`src/rtl/calc_unit_mc.sv`:
```
// Multi-cycle execute stage: captures operands on a valid/ready handshake, runs a
// one-cycle ALU op or a WIDTH-cycle shift-add multiply, and registers result and flags.
module calc_unit_mc #(
  parameter int          WIDTH     = 16,
  parameter int unsigned INC_CONST = 2,
  parameter int          SHW       = $clog2(WIDTH)
) (
  input  logic             clk,
  input  logic             reset,
  input  logic             in_valid,
  output logic             in_ready,
  input  logic [WIDTH-1:0] input_A,
  input  logic [WIDTH-1:0] input_B,
  input  logic [WIDTH-1:0] input_PC,
  input  logic [WIDTH-1:0] input_imm,
  input  logic [1:0]       input_ALUSrcA,
  input  logic [1:0]       input_ALUSrcB,
  input  logic [2:0]       input_ALUOp,
  input  logic             input_PCSrc,
  output logic             out_valid,
  output logic [WIDTH-1:0] output_ALUOut,
  output logic [WIDTH-1:0] output_ALUMuxOut,
  output logic             output_Zero,
  output logic             output_negative,
  output logic [WIDTH-1:0] output_B_sr
);

  localparam logic [WIDTH-1:0] INC_W    = WIDTH'(INC_CONST);
  localparam logic [SHW-1:0]   CNT_LAST = SHW'(WIDTH - 1);
  localparam logic [2:0]       OP_MUL   = 3'd7;

  typedef enum logic [1:0] {S_IDLE, S_EXEC, S_MUL, S_DONE} state_t;

  state_t           state_q, state_d;
  logic [WIDTH-1:0] a_q, b_q, pc_q, imm_q;
  logic [1:0]       srca_q, srcb_q;
  logic [2:0]       op_q;
  logic [WIDTH-1:0] aluout_q;
  logic             zero_q, neg_q;
  logic [WIDTH-1:0] mcand_q, mplier_q, prod_q;
  logic [SHW-1:0]   cnt_q;

  logic             accept, wr_res;
  logic [WIDTH-1:0] src_a, src_b, alu_res, alu_live, mul_step, res_d;
  logic [WIDTH-1:0] in_src_a, in_src_b;

  function automatic logic [WIDTH-1:0] mux_a(input logic [1:0] sel,
                                             input logic [WIDTH-1:0] pc,
                                             input logic [WIDTH-1:0] a);
    case (sel)
      2'd0:    return pc;
      2'd1:    return INC_W;
      2'd2:    return a;
      default: return '0;
    endcase
  endfunction

  function automatic logic [WIDTH-1:0] mux_b(input logic [1:0] sel,
                                             input logic [WIDTH-1:0] b,
                                             input logic [WIDTH-1:0] imm);
    case (sel)
      2'd0:    return b;
      2'd1:    return INC_W;
      2'd2:    return imm;
      default: return '0;
    endcase
  endfunction

  function automatic logic [WIDTH-1:0] alu(input logic [2:0] op,
                                           input logic [WIDTH-1:0] x,
                                           input logic [WIDTH-1:0] y);
    case (op)
      3'd0:    return x + y;
      3'd1:    return x - y;
      3'd2:    return x & y;
      3'd3:    return x | y;
      3'd4:    return x ^ y;
      3'd5:    return x << y[SHW-1:0];
      3'd6:    return $unsigned($signed(x) >>> y[SHW-1:0]);
      default: return '0;
    endcase
  endfunction

  assign src_a    = mux_a(srca_q, pc_q, a_q);
  assign src_b    = mux_b(srcb_q, b_q, imm_q);
  assign in_src_a = mux_a(input_ALUSrcA, input_PC, input_A);
  assign in_src_b = mux_b(input_ALUSrcB, input_B, input_imm);
  assign alu_res  = alu(op_q, src_a, src_b);
  // During a multiply the live result is the running partial product
  assign alu_live = (op_q == OP_MUL) ? prod_q : alu_res;
  assign mul_step = prod_q + (mplier_q[0] ? mcand_q : '0);

  assign in_ready         = (state_q == S_IDLE) && !reset;
  assign out_valid        = (state_q == S_DONE);
  assign output_ALUOut    = aluout_q;
  assign output_Zero      = zero_q;
  assign output_negative  = neg_q;
  assign output_B_sr      = b_q;
  assign output_ALUMuxOut = input_PCSrc ? aluout_q : alu_live;

  always_comb begin
    state_d = state_q;
    accept  = 1'b0;
    wr_res  = 1'b0;
    res_d   = alu_res;
    case (state_q)
      S_IDLE: begin
        if (in_valid && in_ready) begin
          accept  = 1'b1;
          state_d = (input_ALUOp == OP_MUL) ? S_MUL : S_EXEC;
        end
      end
      S_EXEC: begin
        wr_res  = 1'b1;
        state_d = S_DONE;
      end
      S_MUL: begin
        if (cnt_q == CNT_LAST) begin
          wr_res  = 1'b1;
          res_d   = mul_step;
          state_d = S_DONE;
        end
      end
      default: state_d = S_IDLE;
    endcase
  end

  always_ff @(posedge clk or posedge reset) begin
    if (reset) state_q <= S_IDLE;
    else       state_q <= state_d;
  end

  always_ff @(posedge clk or posedge reset) begin
    if (reset) begin
      a_q      <= '0;
      b_q      <= '0;
      pc_q     <= '0;
      imm_q    <= '0;
      srca_q   <= '0;
      srcb_q   <= '0;
      op_q     <= '0;
      aluout_q <= '0;
      zero_q   <= 1'b0;
      neg_q    <= 1'b0;
      mcand_q  <= '0;
      mplier_q <= '0;
      prod_q   <= '0;
      cnt_q    <= '0;
    end else begin
      if (accept) begin
        a_q      <= input_A;
        b_q      <= input_B;
        pc_q     <= input_PC;
        imm_q    <= input_imm;
        srca_q   <= input_ALUSrcA;
        srcb_q   <= input_ALUSrcB;
        op_q     <= input_ALUOp;
        mcand_q  <= in_src_a;
        mplier_q <= in_src_b;
        prod_q   <= '0;
        cnt_q    <= '0;
      end else if (state_q == S_MUL) begin
        prod_q   <= mul_step;
        mcand_q  <= mcand_q << 1;
        mplier_q <= mplier_q >> 1;
        cnt_q    <= cnt_q + 1'b1;
      end
      if (wr_res) begin
        aluout_q <= res_d;
        zero_q   <= (res_d == '0);
        neg_q    <= res_d[WIDTH-1];
      end
    end
  end

endmodule

```
`config.mk`:
```
export PLATFORM = sky130hd
export DESIGN_NAME = calc_unit_mc
export DESIGN_NICKNAME = d
export VERILOG_FILES = /design/src/rtl/calc_unit_mc.sv
export SDC_FILE = /design/constraint.sdc
export NUM_CORES = 1
export LEC_CHECK = 0
export ABC_AREA = 1
export CAP_MARGIN = 20
export CORE_UTILIZATION = 40
export CTS_BUF_LIST = sky130_fd_sc_hd__clkbuf_4 sky130_fd_sc_hd__clkbuf_8
export CTS_CLUSTER_DIAMETER = 50
export DETAILED_ROUTE_END_ITERATION = 8
export HOLD_SLACK_MARGIN = 0.06
export PLACE_DENSITY = 0.63
export SLEW_MARGIN = 10
export SYNTH_ARGS = -nofsm -noshare
export SYNTH_HDL_FRONTEND = slang
export SYNTH_SLANG_ARGS = --single-unit
```
`constraint.sdc`:
```
create_clock -name clk -period 10.5 [get_ports clk]
set_input_delay 3.15 -clock clk [delete_from_list [all_inputs] [get_ports clk]]
set_output_delay 3.15 -clock clk [all_outputs]
set_load 0.02 [all_outputs]
```
==> summary.txt, run 1 <==
Status: finished clean
WP data required: 7350 ps
Clock sink total: 142
Synth Warn #: 0
Maxcap violations: 0
#FFs+latches synth: 142
Postcts setup bufs: 0
CP arrival: 5590 ps
Total GRT Usage: 28.5%
Total die area: 28600 um2
Die X: 169 um
Router iterations before antenna repair: 6
Asr flop ratio synth: 100%
Period minus WS final: 8740 ps
Layout cell share with drive strength beyond 1: 4.53%
WL/cell: 18.7 um
Fin. Hold Viols: 0
Worst Skew: 17.7 ps
Post-synthesis sequential area ratio: 31.8%
R2R Setup Slk: 5530 ps
Worst reg2reg endpoint: output_Zero
First-pass GRT wire length: 62600 um
Post-route antenna net violation count: 0
Post-synth cell types: 49
Final layout net count: 1899
Max Slew Vio Count: 0
Die Y: 169 um
Root buffer cell: clkbuf_8
Sequential standard cell area: 3550 um2
Worst Hold Depth: 2
Synth-to-Final Area Change: 16.6%
Routed via count: 11700
Startpoint Class: flop
Syn nets: 1817
TritonCTS clock tree: done
Post-synth EDFFs: 0
HPWL after detailed placement: 30900 um
Clock transition at path regs: 110 ps
Filler cells: 2857
Syn Inst Count: 1671
Initial antenna violation count: 1
Commonest non-fill, non-tap cell in the layout: nand2_1
Setup TNS: 0 ps
Gpl congestion: 0.992
Hold Path Class: reg -> reg
Worst setup EP type: output pin
Crit-path max FO: 24
Worst min-delay path endpoint: mplier_q[14]
Final setup viols: 0
Port Buffers: 126
Slew HR: 26.1%
H-tree levels: 4
Hold-fix buffers, CTS: 0
Period utilization: 83.3%
Post-cts gate resize count: 0
Num CTS Buffers: 17
Achievable clock frequency: 114 MHz
Vias in the first global route: 11000
Synthesized area per cell: 6.68 um2
Largest net degree at the start of global routing: 124
DR iter-0 viols: 1214
FP Rows: 60
DRC: 0
Crit Path Class: reg -> out
Longest Clk Path Bufs: 2
WL final: 39900 um
Worst Min Path Start: mplier_q[15]
Clock Latency Late Sink: 460 ps
Worst Tran Pin Value: 1110 ps
Core area: 27200 um2
Vias per cell: 5.49
Num ports: 127
Multi-input logic area: 6470 um2
Initial Util: 41.1%
RSZ-0062 raised after global routing: false
Most frequent cells in the layout: 491 x nand2_1, 201 x inv_1, 196 x nand3_1
GR Overflow Total: 0
Main synth FF type: dfrtp_1
FF-to-FF Start: srcb_q[1]
Reg2Reg Depth: 26
Mapped Area: 11200 um2
-- metrics by stage --
stage | hold WS (ps) | cell area [um2] | utilization, % | setup WS (ps) | std cells
5_1_grt | 503 | 13000 | 47.9 | 1340 | 2139
2_1_floorplan | 444 | 11200 | - | 3190 | 1671
3_3_place_gp | 460 | 12600 | 46.5 | 2240 | 2106
6_report | 487 | 13000 | 47.9 | 1760 | 2139
4_1_cts | 484 | 13000 | 47.9 | 1860 | 2138
3_5_place_dp | 460 | 12600 | 46.5 | 2140 | 2106
-- how the worst max path moves through the flow --
stage	end	slack, ps	from
floorplan	output_ALUMuxOut[2]	3190	input_PCSrc
global placement	output_ALUMuxOut[13]	2240	input_PCSrc
detailed placement	output_ALUMuxOut[13]	2140	input_PCSrc
CTS	output_ALUMuxOut[15]	1860	srcb_q[1]
global route	output_ALUMuxOut[15]	1340	srcb_q[1]
finish	output_ALUMuxOut[15]	1760	srcb_q[1]
-- cell type report --
class,instances,area share [%]
multi-input combinational,1244,49.7
sequential,142,27.3
timing repair buffer,139,10.4
inverter,209,6.08
tap,372,3.57
clock buffer,17,1.80
clock inverter,15,1.11
antenna,1,0.0192
-- critical path, cell delays in order, from the launching register on --
cell             delay [ps]
dfrtp_1                 710
nor2_4                  170
nand2_1                 120
nand2_2                 310
inv_4                   340
ha_1                    200
inv_1                    50
nor3_2                  230
nand3_1                 150
nor3_2                  150
nand3_1                 170
o31ai_2                 230
xor2_1                  100
ha_1                    440
nand2_1                 140
nor2_1                  120
inv_1                    60
nor3_1                  210
nand2_1                  90
nand2b_1                 80
nand3_1                  80
nand3_1                 100
nand2_1                 140
o22ai_1                 160
inv_1                    60
clkdlybuf4s50_1         530
-- kinds of logic (layout without fill, tap and decap cells) --
| family | Yosys count | after routing | synth area share, % |
|---|---|---|---|
| AND/OR/NAND/NOR | 843 | 843 | 31.9 |
| AO/OA/AOI/OAI | 307 | 307 | 16.1 |
| flip-flops | 142 | 142 | 31.8 |
| XOR/XNOR | 23 | 23 | 1.80 |
| buffers and inverters | 285 | 380 | 10.3 |
| other | 0 | 1 | 0 |
| adder cells (fa/ha/maj) | 71 | 71 | 8.09 |
-- Yosys cell counts (5+ instances only) --
cell | n | area share, %
o21ai_0 | 125 | 5.6
buf_2 | 17 | 0.76
buf_4 | 5 | 0.34
inv_1 | 202 | 6.8
inv_2 | 6 | 0.20
buf_6 | 5 | 0.50
or2_2 | 12 | 0.67
a31oi_1 | 12 | 0.67
o22ai_1 | 43 | 2.4
xor2_1 | 22 | 1.7
ha_1 | 69 | 7.7
a21oi_1 | 56 | 2.5
nor3_1 | 13 | 0.58
nand3b_1 | 6 | 0.40
nand2_1 | 492 | 17
o21bai_1 | 8 | 0.54
o211ai_1 | 12 | 0.81
nand3_1 | 196 | 8.8
nor2_1 | 99 | 3.3
clkbuf_1 | 47 | 1.6
a221oi_1 | 10 | 0.78
nand4_1 | 9 | 0.50
o21ai_1 | 11 | 0.49
dfrtp_1 | 142 | 32
-- metal layers --
metal  up-vias  share of wire [%]  track usage, %
met1      5597                 46            41.3
met2       425                 45            44.0
met3        56                6.1            3.11
met4         0                2.9            9.91
met5         -                  0               0
li1       5656                  -               -
-- flip-flops by register name, indices dropped and copies added, names as in the netlist, 2 cells and up --
name and flops:
a_q 16, imm_q 16, mcand_q 16, mplier_q 16, output_ALUOut 16, output_B_sr 16
pc_q 16, prod_q 16, cnt_q 4, op_q 3, srca_q 2, srcb_q 2
state_q 2
Power of run 1 is not shown: default switching activity piles up to over one toggle a cycle in this logic, so the estimate is an artifact.
==> run 2: changes to the inputs <==
Settings changed: PLACE_DENSITY 0.63 to 0.65.
Clock period 10.5 ns to 7.5 ns, I/O delays scaled along.
==> run 2 against run 1 <==
Effect of this change: final area increased by 0.71%; sequential cell count did not move; register-to-register slack got worse by 2300 ps; first-iteration DRC count grew 11%; non-clock buffer count up 5; global-route usage rose by 0.71 points; worst hold slack got worse by 3.9 ps.
==> summary.txt, run 2 (synthesis results as in run 1) <==
Status: finished clean
Setup TNS: 0 ps (unchanged)
Vias in the first global route: 11100 (+0.15%)
Synth-to-Final Area Change: 17.5%
WL final: 40900 um (+2.4%)
Period minus WS final: 7140 ps
Clock Latency Late Sink: 470 ps (about the same)
Slew HR: 29.4% (+3.3 points)
WL/cell: 19.1 um (+2.2%)
Period utilization: 95.2%
Total die area: 28600 um2 (unchanged)
Routed via count: 11800 (+0.78%)
Achievable clock frequency: 140 MHz
Worst Skew: 19.0 ps (+1.22 ps)
Hold Path Class: reg -> reg
Router iterations before antenna repair: 8 (+2)
Longest Clk Path Bufs: 2 (unchanged)
Port Buffers: 126 (unchanged)
Total GRT Usage: 29.2% (+0.71 points)
Initial antenna violation count: 0 (-1)
Final setup viols: 0 (unchanged)
Num CTS Buffers: 17 (unchanged)
Max Slew Vio Count: 0 (unchanged)
Die X: 169 um (unchanged)
Root buffer cell: clkbuf_8
Postcts setup bufs: 0 (unchanged)
Final Cell Area: 13100 um2 (+0.71%)
RSZ-0062 raised after global routing: false
DRC: 0 (unchanged)
Crit-path max FO: 33 (+38%)
Final Util: 48.3% (+0.34 points)
Worst Tran Pin Value: 1060 ps (-49.5 ps)
Worst setup EP type: output pin
DP Area: 12700 um2 (+0.34%)
Largest net degree at the start of global routing: 103 (-17%)
Die Y: 169 um (unchanged)
DR iter-0 viols: 1352 (+11%)
First-pass GRT wire length: 63600 um (+1.6%)
Clock transition at path regs: 90 ps (-20 ps)
Clock sink total: 142 (unchanged)
Most frequent cells in the layout: 491 x nand2_1, 201 x inv_1, 196 x nand3_1
Startpoint Class: flop
Initial Util: 41.1% (unchanged)
Fin. Hold Viols: 0 (unchanged)
Gpl congestion: 0.993 (+0.10%)
CP arrival: 4890 ps (-700 ps)
Layout cell share with drive strength beyond 1: 4.91% (+0.38 points)
HPWL after detailed placement: 31700 um (+2.9%)
Commonest non-fill, non-tap cell in the layout: nand2_1
Diode count: 0 (-1)
Maxcap violations: 0 (unchanged)
Num ports: 127 (unchanged)
Vias per cell: 5.52 (+0.60%)
H-tree levels: 4 (unchanged)
Final layout net count: 1904 (+0.26%)
FP Rows: 60 (unchanged)
Crit Path Class: reg -> out
Post-route antenna net violation count: 0 (unchanged)
WP data required: 5250 ps (-2100 ps)
GR Overflow Total: 0 (unchanged)
Core area: 27200 um2 (unchanged)
TritonCTS clock tree: done
## run 2: cell count changes in the layout (fill, tap and decap cells not counted), sizes merged
| cell | change |
|---|---|
| bufinv | +2 |
| diode | -1 |
| inv | -1 |
| buf | +5 |
| clkinv | -1 |
## run 2: critical path, cell delays in order (launching register included)
cell and delay [ps]:
dfrtp_1 470, inv_2 160, nand2_1 180, nor2_1 70
nor2_2 170, buf_4 380, nand2_1 200, nor2_2 180
nor2_1 70, xor2_1 140, ha_1 390, a21oi_1 240
o21ai_0 160, a21o_1 190, nand2_1 50, nand2_1 50
nor2_1 210, a21oi_1 70, nand2_1 170, a21oi_1 60
o21ai_0 170, clkdlybuf4s50_1 620
## run 2: metrics by stage
| stage | instances | setup WS (ps) | hold slack [ps] |
|---|---|---|---|
| after floorplan | 1671 | 1440 | 444 |
| after global placement | 2111 | 852 | 459 |
| after detailed placement | 2111 | 812 | 461 |
| after CTS | 2143 | 281 | 484 |
| after global routing | 2143 | 19.1 | 502 |
| final | 2143 | 357 | 483 |
## run 2: repair_timing
action / 4_1_cts / 5_1_grt
endpoints found under the setup margin: 0 / 7
hold endpoints to repair: 0 / 0
hold buffers: 0 / 0
gates resized for setup: 0 / 1
## run 2: layout make-up
type,count,area (um2)
clock buffers,17,234
clock inverters,15,195
fillers,2831,14100
inverters,209,792
multi-input cells,1244,6480
flip-flops and latches,142,3550
well taps,372,465
repair buffers,144,1400
## run 2: worst paths after layout
check                      slack, ps  cells past startpoint                  end       from
min in group asynchronous       2360                      2             cnt_q[2]      reset
max                              360                     21  output_ALUMuxOut[8]  srcb_q[0]
max reg2reg                     3270                     24          output_Zero  srcb_q[0]
min reg2reg                      480                      2              pc_q[1]    pc_q[1]
max in group asynchronous       3990                      3     output_ALUOut[2]      reset
min                              480                      2              pc_q[1]    pc_q[1]
## run 2: per-layer routing
metal  GRT usage [%]  part of all wire, %
met2            45.2                   44
met3            3.81                  7.2
met5               0                    0
met4            9.67                  2.9
met1            42.0                   46
Power of run 2 is left out for the same reason.
==> run 3: changes to the inputs <==
Settings changed: ABC_CLOCK_PERIOD_IN_PS from default to 7500, PLACE_DENSITY 0.65 to 0.59, TNS_END_PERCENT from default to 30.
==> run 3 against run 2 <==
Effect of this change: die area unchanged; clock-buffer cell count is 1 higher; final area grew 0.11%; worst hold slack better by 6.5 ps; first-iteration DRC count decreased by 19%; fmax up 1.6%; non-clock buffer count down 1; via count is 2.0% lower; critical path depth shrank 1; critical endpoint unchanged; highest routed layer unchanged.
==> summary.txt, run 3 (synthesis results as in run 1) <==
Status: finished clean
Root buffer cell: clkbuf_8
Num CTS Buffers: 17 (unchanged)
Period minus WS final: 7030 ps (-114 ps)
Crit-path max FO: 33 (unchanged)
Most frequent cells in the layout: 491 x nand2_1, 201 x inv_1, 196 x nand3_1
HPWL after detailed placement: 31300 um (-1.4%)
Worst setup EP type: output pin
FF-to-FF Start: srcb_q[0]
Critical Path Most Common Cell: nand2_1
Post-route antenna net violation count: 0 (unchanged)
Clock Latency Late Sink: 470 ps (about the same)
Crit-path slowest cell: clkdlybuf4s50_1
Initial Util: 41.1% (unchanged)
Period utilization: 93.7% (-1.5 points)
Routed via count: 11600 (-2.0%)
FP Rows: 60 (unchanged)
Clock sink total: 142 (unchanged)
Worst Tran Pin Value: 1110 ps (+53.4 ps)
Fin cells: 2143 (unchanged)
Die Y: 169 um (unchanged)
Startpoint Class: flop
Setup TNS: 0 ps (unchanged)
Worst Hold Depth: 2 (unchanged)
Final layout net count: 1903 (-0.053%)
Die X: 169 um (unchanged)
CP cell instances: inv_2, nand2_1, nor2_1, nor2_2, buf_6, nand2_1, o31ai_1, xor2_1, ha_1, a21oi_1, o21ai_0, a21o_1, nand2_1, nand2_1, nor2_1, a21oi_1, nand2_1, a21oi_1, o21ai_0, clkdlybuf4s50_1
Core area: 27200 um2 (unchanged)
Worst min-delay path endpoint: mplier_q[9]
Crit-path leading delay family: compound AO/OA/AOI/OAI gates
Achievable clock frequency: 142 MHz (+1.6%)
CP arrival: 4780 ps (-110 ps)
Largest net degree at the start of global routing: 94 (-8.7%)
Filler cells: 2889 (+2.0%)
Longest Clk Path Bufs: 2 (unchanged)
Hold Path Class: reg -> reg
Synth-to-Final Area Change: 17.6%
DR iter-0 viols: 1096 (-19%)
H-tree levels: 4 (unchanged)
Worst Skew: 32.7 ps (+13.8 ps)
DRC: 0 (unchanged)
Fin. Hold Viols: 0 (unchanged)
Worst Path Buf+Inv: 3 (unchanged)
Vias per cell: 5.41 (-2.0%)
Layout cell share with drive strength beyond 1: 4.92% (about the same)
Total die area: 28600 um2 (unchanged)
Port Buffers: 126 (unchanged)
R2R Setup Slk: 3220 ps (-50 ps)
Final setup viols: 0 (unchanged)
WL final: 40500 um (-0.78%)
Clock transition at path regs: 110 ps (+20 ps)
First-pass GRT wire length: 62500 um (-1.7%)
Crit Path Class: reg -> out
Placed Instances: 2108 (-0.14%)
Total GRT Usage: 28.8% (-0.39 points)
Worst reg2reg endpoint: output_Zero
Num ports: 127 (unchanged)
Router iterations before antenna repair: 6 (-2)
RSZ-0062 raised after global routing: false
Max Slew Vio Count: 0 (unchanged)
Gpl congestion: 1.01 (+1.3%)
Reg2Reg Depth: 24 (unchanged)
Vias in the first global route: 10900 (-1.5%)
CP max stage delay: 630 ps (about the same)
Maxcap violations: 0 (unchanged)
TritonCTS clock tree: done
Initial antenna violation count: 1 (+1)
GR Overflow Total: 0 (unchanged)
Slew HR: 25.8% (-3.6 points)
Commonest non-fill, non-tap cell in the layout: nand2_1
Worst Min Path Start: mplier_q[10]
WP data required: 5250 ps (about the same)
WL/cell: 18.9 um (-0.78%)
==> run 3: changes by cell type in the layout (fill, tap and decap cells not counted) <==
| cell | delta |
|---|---|
| clkbuf_8 | +1 |
| dlymetal6s2s_1 | +1 |
| clkdlybuf4s50_1 | -1 |
| buf_4 | -3 |
| buf_6 | +1 |
| clkinv_8 | -1 |
| dfrtp_1 | -1 |
| diode_2 | +1 |
| inv_8 | -2 |
| clkinv_4 | +2 |
| buf_16 | +1 |
| dfrtp_2 | +1 |
==> run 3: worst max path at each step <==
stage	start	end	slack, ps	cells past startpoint
after floorplan	reset	a_q[0]	1440	1
after global placement	srcb_q[1]	output_ALUMuxOut[7]	730	19
after detailed placement	srcb_q[1]	output_ALUMuxOut[7]	670	19
after CTS	srcb_q[1]	output_ALUMuxOut[7]	150	19
after global routing	output_B_sr[1]	output_ALUMuxOut[13]	60	23
final	srcb_q[0]	output_ALUMuxOut[8]	470	20
==> run 3: worst min-delay path: stages, from the launching register on <==
cell,delay (ps)
dfrtp_1,350
nand2_1,50
nand3_1,70
==> run 3: cell type report <==
| class | instances | area, um2 | share of cell area, % |
|---|---|---|---|
| Antenna cell | 1 | 2.50 | 0.0191 |
| Clock buffer | 18 | 248 | 1.89 |
| Clock inverter | 14 | 174 | 1.32 |
| Inverter | 209 | 792 | 6.03 |
| Multi-Input combinational cell | 1244 | 6480 | 49.3 |
| Sequential cell | 142 | 3560 | 27.1 |
| Tap cell | 372 | 465 | 3.55 |
| Timing Repair Buffer | 143 | 1420 | 10.8 |
==> run 3: timing repair <==
item                                    4_1_cts  5_1_grt
endpoints found under the setup margin        0        8
hold buffers                                  0        0
buffers inserted                              0        1
resized for setup                             0        4
==> run 3: metal layers <==
metal	vias up	GRT usage, %	share of wire (%)
met3	43	4.42	6.2
met2	432	43.1	43
met5	-	0	0
li1	5684	-	-
met1	5426	42.4	48
met4	0	9.01	2.4
==> run 3: per-stage QoR <==
step / worst slack (ps) / hold slack [ps] / area (um2) / utilization (%)
global route: 63.9 / 512 / 13100 / 48.3
CTS: 150 / 489 / 13100 / 48.1
global placement: 726 / 459 / 12700 / 46.6
finish: 471 / 489 / 13100 / 48.3
floorplan: 1440 / 444 / 11200 / -
detailed placement: 666 / 467 / 12700 / 46.6
Power of run 3 is left out for the same reason.
